--- config.mk ---
export PLATFORM = sky130hd
export DESIGN_NAME = lfsr_ctrl
export DESIGN_NICKNAME = d
export VERILOG_FILES = /design/src/rtl/lfsr_ctrl.sv
export SDC_FILE = /design/constraint.sdc
export NUM_CORES = 1
export LEC_CHECK = 0
export BUFFER_PORTS_ARGS = -buffer_cell sky130_fd_sc_hd__buf_4
export CORE_ASPECT_RATIO = 2
export CORE_MARGIN = 10
export CORE_UTILIZATION = 30
export DETAILED_ROUTE_END_ITERATION = 10
export SYNTH_ARGS = -nofsm -noshare
export SYNTH_HDL_FRONTEND = slang
export SYNTH_SLANG_ARGS = --single-unit
--- constraint.sdc ---
create_clock -name clk -period 2.89 [get_ports clk]
set_input_delay 0.578 -clock clk [delete_from_list [all_inputs] [get_ports clk]]
set_output_delay 0.578 -clock clk [all_outputs]
set_load 0.01 [all_outputs]
--- src/rtl/lfsr_ctrl.sv ---
// rtl/lfsr_ctrl.sv - Seed sequencing, period measurement and round-robin sharing for one lfsr instance
module lfsr_ctrl #(
    parameter int          WIDTH        = 64,
    parameter logic [63:0] DEFAULT_SEED = 64'h0006_7600_0464_6400,
    parameter int          PERIOD_W     = 32
) (
    input  logic                clk,
    input  logic                reset,
    input  logic                seed_valid,
    input  logic [WIDTH-1:0]    seed_in,
    output logic [WIDTH-1:0]    lfsr_seed,
    output logic                lfsr_reset,
    input  logic [WIDTH-1:0]    lfsr_q,
    input  logic [1:0]          req,
    output logic [1:0]          gnt,
    output logic [WIDTH-1:0]    rnd_data,
    output logic                seed_err,
    output logic                period_done,
    output logic [PERIOD_W-1:0] period,
    output logic                period_ovf,
    output logic                busy
);

    localparam logic [WIDTH-1:0]    SEED_DEF = DEFAULT_SEED[WIDTH-1:0];
    localparam logic [PERIOD_W-1:0] CNT_MAX  = '1;

    typedef enum logic [1:0] {S_IDLE, S_LOAD, S_RUN} state_t;

    state_t              r_state;
    state_t              w_next;
    logic [WIDTH-1:0]    r_seed;
    logic [WIDTH-1:0]    r_first;
    logic                r_armed;
    logic [PERIOD_W-1:0] r_cnt;
    logic [PERIOD_W-1:0] r_period;
    logic                r_done;
    logic                r_ovf;
    logic                r_seed_err;
    logic [1:0]          r_gnt;
    logic [WIDTH-1:0]    r_rnd;
    logic                r_ptr;

    logic w_seed_req;
    logic w_seed_zero;
    logic w_lockout;
    logic w_measure;
    logic w_grant_en;
    logic w_win;

    assign w_seed_req  = seed_valid && (r_state != S_LOAD);
    assign w_seed_zero = (seed_in == '0);
    assign w_lockout   = (r_state == S_RUN) && (lfsr_q == '0);
    assign w_measure   = (r_state == S_RUN) && !seed_valid && !w_lockout;
    assign w_grant_en  = w_measure && (req != 2'b00);

    // Contention goes to whoever did not win last; a lone requester always wins
    always_comb begin
        w_win = 1'b0;
        case (req)
            2'b01:   w_win = 1'b0;
            2'b10:   w_win = 1'b1;
            2'b11:   w_win = ~r_ptr;
            default: w_win = 1'b0;
        endcase
    end

    always_comb begin
        w_next = r_state;
        case (r_state)
            S_IDLE:  w_next = S_LOAD;
            S_LOAD:  w_next = S_RUN;
            S_RUN:   if (seed_valid || w_lockout) w_next = S_LOAD;
            default: w_next = S_IDLE;
        endcase
    end

    always_ff @(posedge clk) begin
        if (reset) r_state <= S_IDLE;
        else       r_state <= w_next;
    end

    always_ff @(posedge clk) begin
        if (reset) begin
            r_seed     <= SEED_DEF;
            r_first    <= '0;
            r_armed    <= 1'b0;
            r_cnt      <= '0;
            r_period   <= '0;
            r_done     <= 1'b0;
            r_ovf      <= 1'b0;
            r_seed_err <= 1'b0;
            r_gnt      <= 2'b00;
            r_rnd      <= '0;
            r_ptr      <= 1'b1;
        end else begin
            r_seed_err <= 1'b0;
            r_done     <= 1'b0;
            r_gnt      <= 2'b00;

            if (w_seed_req) begin
                r_seed     <= w_seed_zero ? SEED_DEF : seed_in;
                r_seed_err <= w_seed_zero;
            end else if (r_state == S_IDLE) begin
                r_seed <= SEED_DEF;
            end else if (w_lockout) begin
                r_seed     <= SEED_DEF;
                r_seed_err <= 1'b1;
            end

            // Saturation freezes the counter and disables repeat detection until reload
            if (r_state == S_LOAD) begin
                r_cnt   <= '0;
                r_ovf   <= 1'b0;
                r_armed <= 1'b0;
            end else if (w_measure) begin
                if (!r_armed) begin
                    r_first <= lfsr_q;
                    r_cnt   <= '0;
                    r_armed <= 1'b1;
                end else if (!r_ovf) begin
                    if (r_cnt == CNT_MAX) begin
                        r_ovf <= 1'b1;
                    end else if ((r_cnt != '0) && (lfsr_q == r_first)) begin
                        r_period <= r_cnt + 1'b1;
                        r_done   <= 1'b1;
                        r_cnt    <= '0;
                    end else begin
                        r_cnt <= r_cnt + 1'b1;
                    end
                end
            end

            if (w_grant_en) begin
                r_gnt <= w_win ? 2'b10 : 2'b01;
                r_rnd <= lfsr_q;
                r_ptr <= w_win;
            end
        end
    end

    assign lfsr_seed   = r_seed;
    assign lfsr_reset  = (r_state != S_RUN);
    assign busy        = (r_state == S_LOAD);
    assign gnt         = r_gnt;
    assign rnd_data    = r_rnd;
    assign seed_err    = r_seed_err;
    assign period_done = r_done;
    assign period      = r_period;
    assign period_ovf  = r_ovf;

endmodule

==> summary.md <==
| Metric | Value |
|---|---|
| Outcome | `completed` |
| Kind of critical path | `flip-flop to flip-flop` |
| Worst stage delay on the critical path | `0.40 ns` |
| Mean post-synth cell area | `8.746 µm²` |
| CP cell instances | `xor2_1 -> nor4_1 -> buf_4 -> o211ai_1 -> nor3_1 -> buf_4 -> nand4_1 -> buf_6 -> buf_12 -> and2_0 -> a221o_1` |
| Slew Limit Fails | `0` |
| Final number of hold-violating endpoints | `0` |
| Cell Count, Final, Fillers Out | `2153` |
| Fill count | `3842` |
| Yosys top cell by area | `dfxtp_1` |
| Syn Std Cell Area | `0.01146 mm²` |
| Peak supply drop | `0.0004837 V` |
| Rel. slew slack | `18.22%` |
| CTS Root Cell | `clkbuf_16` |
| CP endpoint | `r_cnt[22]` |
| Initial DRC Count | `548` |
| TritonCTS Sinks | `265` |
| Mapped Nets | `1445` |
| Crit path launch | `r_first[32]` |
| Post-synthesis async set-or-reset flop share | `0%` |
| Most frequent cells in the layout | `buf_4 (412), dfxtp_1 (265), nand2_1 (189)` |
| Main synth FF type | `dfxtp_1` |
| Top-area cell type share of the netlist area | `46.30%` |
| Die area | `0.04688 mm²` |
| # DRC | `0` |
| Synth Register Bits | `265` |
| Worst-Margin Slew | `1.224 ns` |
| Synth Area in Compound Gates | `12.14%` |
| Vias per Instance | `5.092` |
| Synth unique cells | `66` |
| Slowest-stage cell, CP | `nor4_1` |
| RSZ-0062 raised after global routing | `false` |
| Initial DRT Pass Iterations | `5` |
| Clock skew | `0.009255 ns` |
| CTS tree | `built` |
| Main combinational cell family by area after synthesis | `simple AND/OR/NAND/NOR gates` |
| H-Tree Depth | `1` |
| Simple-Gate Fraction of Synth Area | `24.49%` |
| Crit end category | `flip-flop` |
| Commonest non-fill, non-tap cell in the layout | `buf_4` |
| Std cell rows | `101` |
| Net switching power figure | `0.002058 W` |
| Leak | `6.402 nW` |
| IO Port Bufs | `299` |
| Vias in the first global route | `11285` |
| Final Critical Period | `2.745 ns` |
| Per-cell routed wire length | `20.66 µm` |
| Yosys warns | `0` |
| CP arrival | `3.18 ns` |
| Post-Syn Instances | `1310` |
| Total Wirelength | `44480 µm` |
| Area growth, synth to finish | `39.19%` |
| Die width | `158.2 µm` |
| Global-route usage over all layers | `17.99%` |
| Reg power frac | `46.8%` |
| Clock Power Share | `41.7%` |
| Via count | `10963` |
| Hold buffers post-CTS | `0` |
| CTS buffer count | `26` |
| Final period util | `94.98%` |
| RR Startpoint | `r_first[32]` |
| Synth Area in Adders | `0.2184%` |
| Clk Latency, worst-skew pair | `0.54 ns` |
| Worst path depth | `11` |
| Number of flops mapped to enable cells by yosys | `0` |
| Multiplexer area fraction after synthesis | `5.941%` |
| Initial Utilization | `30.22%` |
| Finish-stage setup viols | `0` |
| Crit Path Max Fanout | `9` |
| Utilization after layout | `42.07%` |
| Postcts setup bufs | `0` |
| Largest net degree at the start of global routing | `179` |
| Gpl congestion | `0.8684` |
| Max-Cap Viols | `0` |
| CP dominant cell by count | `buf_4` |
| DP Wirelength | `34320 µm` |
| Layout Nets | `1804` |
| Cell count of the worst reg-to-reg path | `11` |
| Switch share | `25.33%` |
| Clock-pin slew on the worst setup and hold paths | `0.06 ns` |
| Cell area after layout | `0.01595 mm²` |
| Share of cells above drive strength 1 | `30.04%` |
| Critical Path Start Type | `flip-flop` |
| CP Data Required Time | `3.32 ns` |
| GR Overflow Total | `0` |
| Worst Hold Class | `input port to flip-flop` |
| Reg2reg setup slack | `0.15 ns` |
| Crit path buffers/inverters | `4` |
| Pint | `0.006067 W` |
| Synth Area in XOR/XNOR | `6.804%` |
| Placed insts | `2103` |
| DP Area | `0.01504 mm²` |
| Chip Height | `296.4 µm` |
| Fmax | `0.3643 GHz` |
| Clk buf depth | `3` |
| Sequential area share after synthesis | `46.30%` |
| PwrDens | `509.5 mW/mm²` |
| Hold depth | `3` |
| Comb power frac | `11.5%` |
| Top cells by area, synth | `dfxtp_1 (46%), nand2_1 (6.2%), mux2i_1 (5.9%)` |
| Core area | `0.03791 mm²` |
| DRT antenna net count | `0` |
| I/O pins | `300` |
| First-pass GRT wire length | `65760 µm` |
| Worst path top cell family by delay | `simple AND/OR/NAND/NOR gates` |
| Worst R2R End | `r_cnt[22]` |
| Antenna violations before repair | `2` |
## timing repair
| action | in CTS | in global routing |
|---|---|---|
| resized for setup | 1 | 8 |
| cloned | 0 | 1 |
| setup endpoints to repair | 42 | 46 |
## layer usage
layer	track usage (%)	share of wire (%)	vias to the layer above
met5	0	0.016	-
met4	9.984	5.4	2
met3	3.763	6.0	96
met2	34.40	55	345
met1	17.15	34	5204
li1	-	-	5316
## state kept, by name, summed over array words and instances, names as in the netlist
name	flops
r_ptr	1
r_cnt	32
gnt	2
seed_err	1
r_first	64
period	32
lfsr_seed	64
period_done	1
period_ovf	1
rnd_data	64
r_state	2
r_armed	1
## cells in the mapped netlist, types with 11 or more instances
cell type and n:
xnor2_1 29, mux2i_1 68, or4_1 26, nand2_1 189, nand2b_1 31, o21ai_0 11
nor2_1 143, nand3_1 31, clkbuf_1 58, nand4_1 30, buf_2 36, o21ai_1 24
o22ai_1 14, a22oi_1 52, xor2_1 60, a21oi_1 71, nor4_1 54, dfxtp_1 265
## area by class of cell
cell class	instances	area, µm²	area share (%)
multi-input combinational	937	5741	36.00
sequential	265	5305	33.27
timing repair buffer	431	3452	21.65
clock buffer	41	798.3	5.005
tap	463	579.3	3.633
clock inverter	6	37.54	0.2354
inverter	8	30.03	0.1883
antenna	2	5.005	0.03138
## cells by family after synthesis
logic type               after synthesis
adder cells (fa/ha/maj)                2
AND/OR/NAND/NOR                      560
flip-flops                           265
multiplexers                          68
buffers and inverters                108
AO/OA/AOI/OAI                        218
XOR/XNOR                              89
## how the worst min path moves through the flow
stage	startpoint	end	slack (ns)
after global routing	seed_in[42]	lfsr_seed[42]	0.27
after detailed placement	period[27]	period[27]	0.44
after CTS	seed_in[18]	lfsr_seed[18]	0.25
after global placement	period[24]	period[24]	0.44
after floorplan	r_cnt[26]	r_cnt[26]	0.46
final	seed_in[18]	lfsr_seed[18]	0.29
## through the flow
stage                     worst slack, ns  setup TNS, ns  hold WS, ns  total power [W]
final                              0.1452              0       0.2854         0.008126
after CTS                         0.02651              0       0.2529         0.008241
after global routing             0.006717              0       0.2743         0.008451
after floorplan                    0.4695              0       0.4596         0.004259
after detailed placement          -0.4818         -78.49       0.4428         0.004822
after global placement            -0.6254         -78.04       0.4408         0.004812
## power groups by stage
stage	Clock, W	Combinational (W)	Sequential [W]
3_5_place_dp	0	0.000940	0.00388
2_1_floorplan	0	0.000353	0.00391
4_1_cts	0.00350	0.000943	0.00380
3_3_place_gp	0	0.000932	0.00388
5_1_grt	0.00363	0.00101	0.00381
6_report	0.00339	0.000934	0.00380
## worst register-to-register path: stages, from the launching register on
cell	delay, ns
dfxtp_1	0.32
xor2_1	0.18
nor4_1	0.40
buf_4	0.21
o211ai_1	0.09
nor3_1	0.18
buf_4	0.14
nand4_1	0.13
buf_6	0.20
buf_12	0.14
and2_0	0.30
a221o_1	0.36
(Power assumes the default switching activity.)
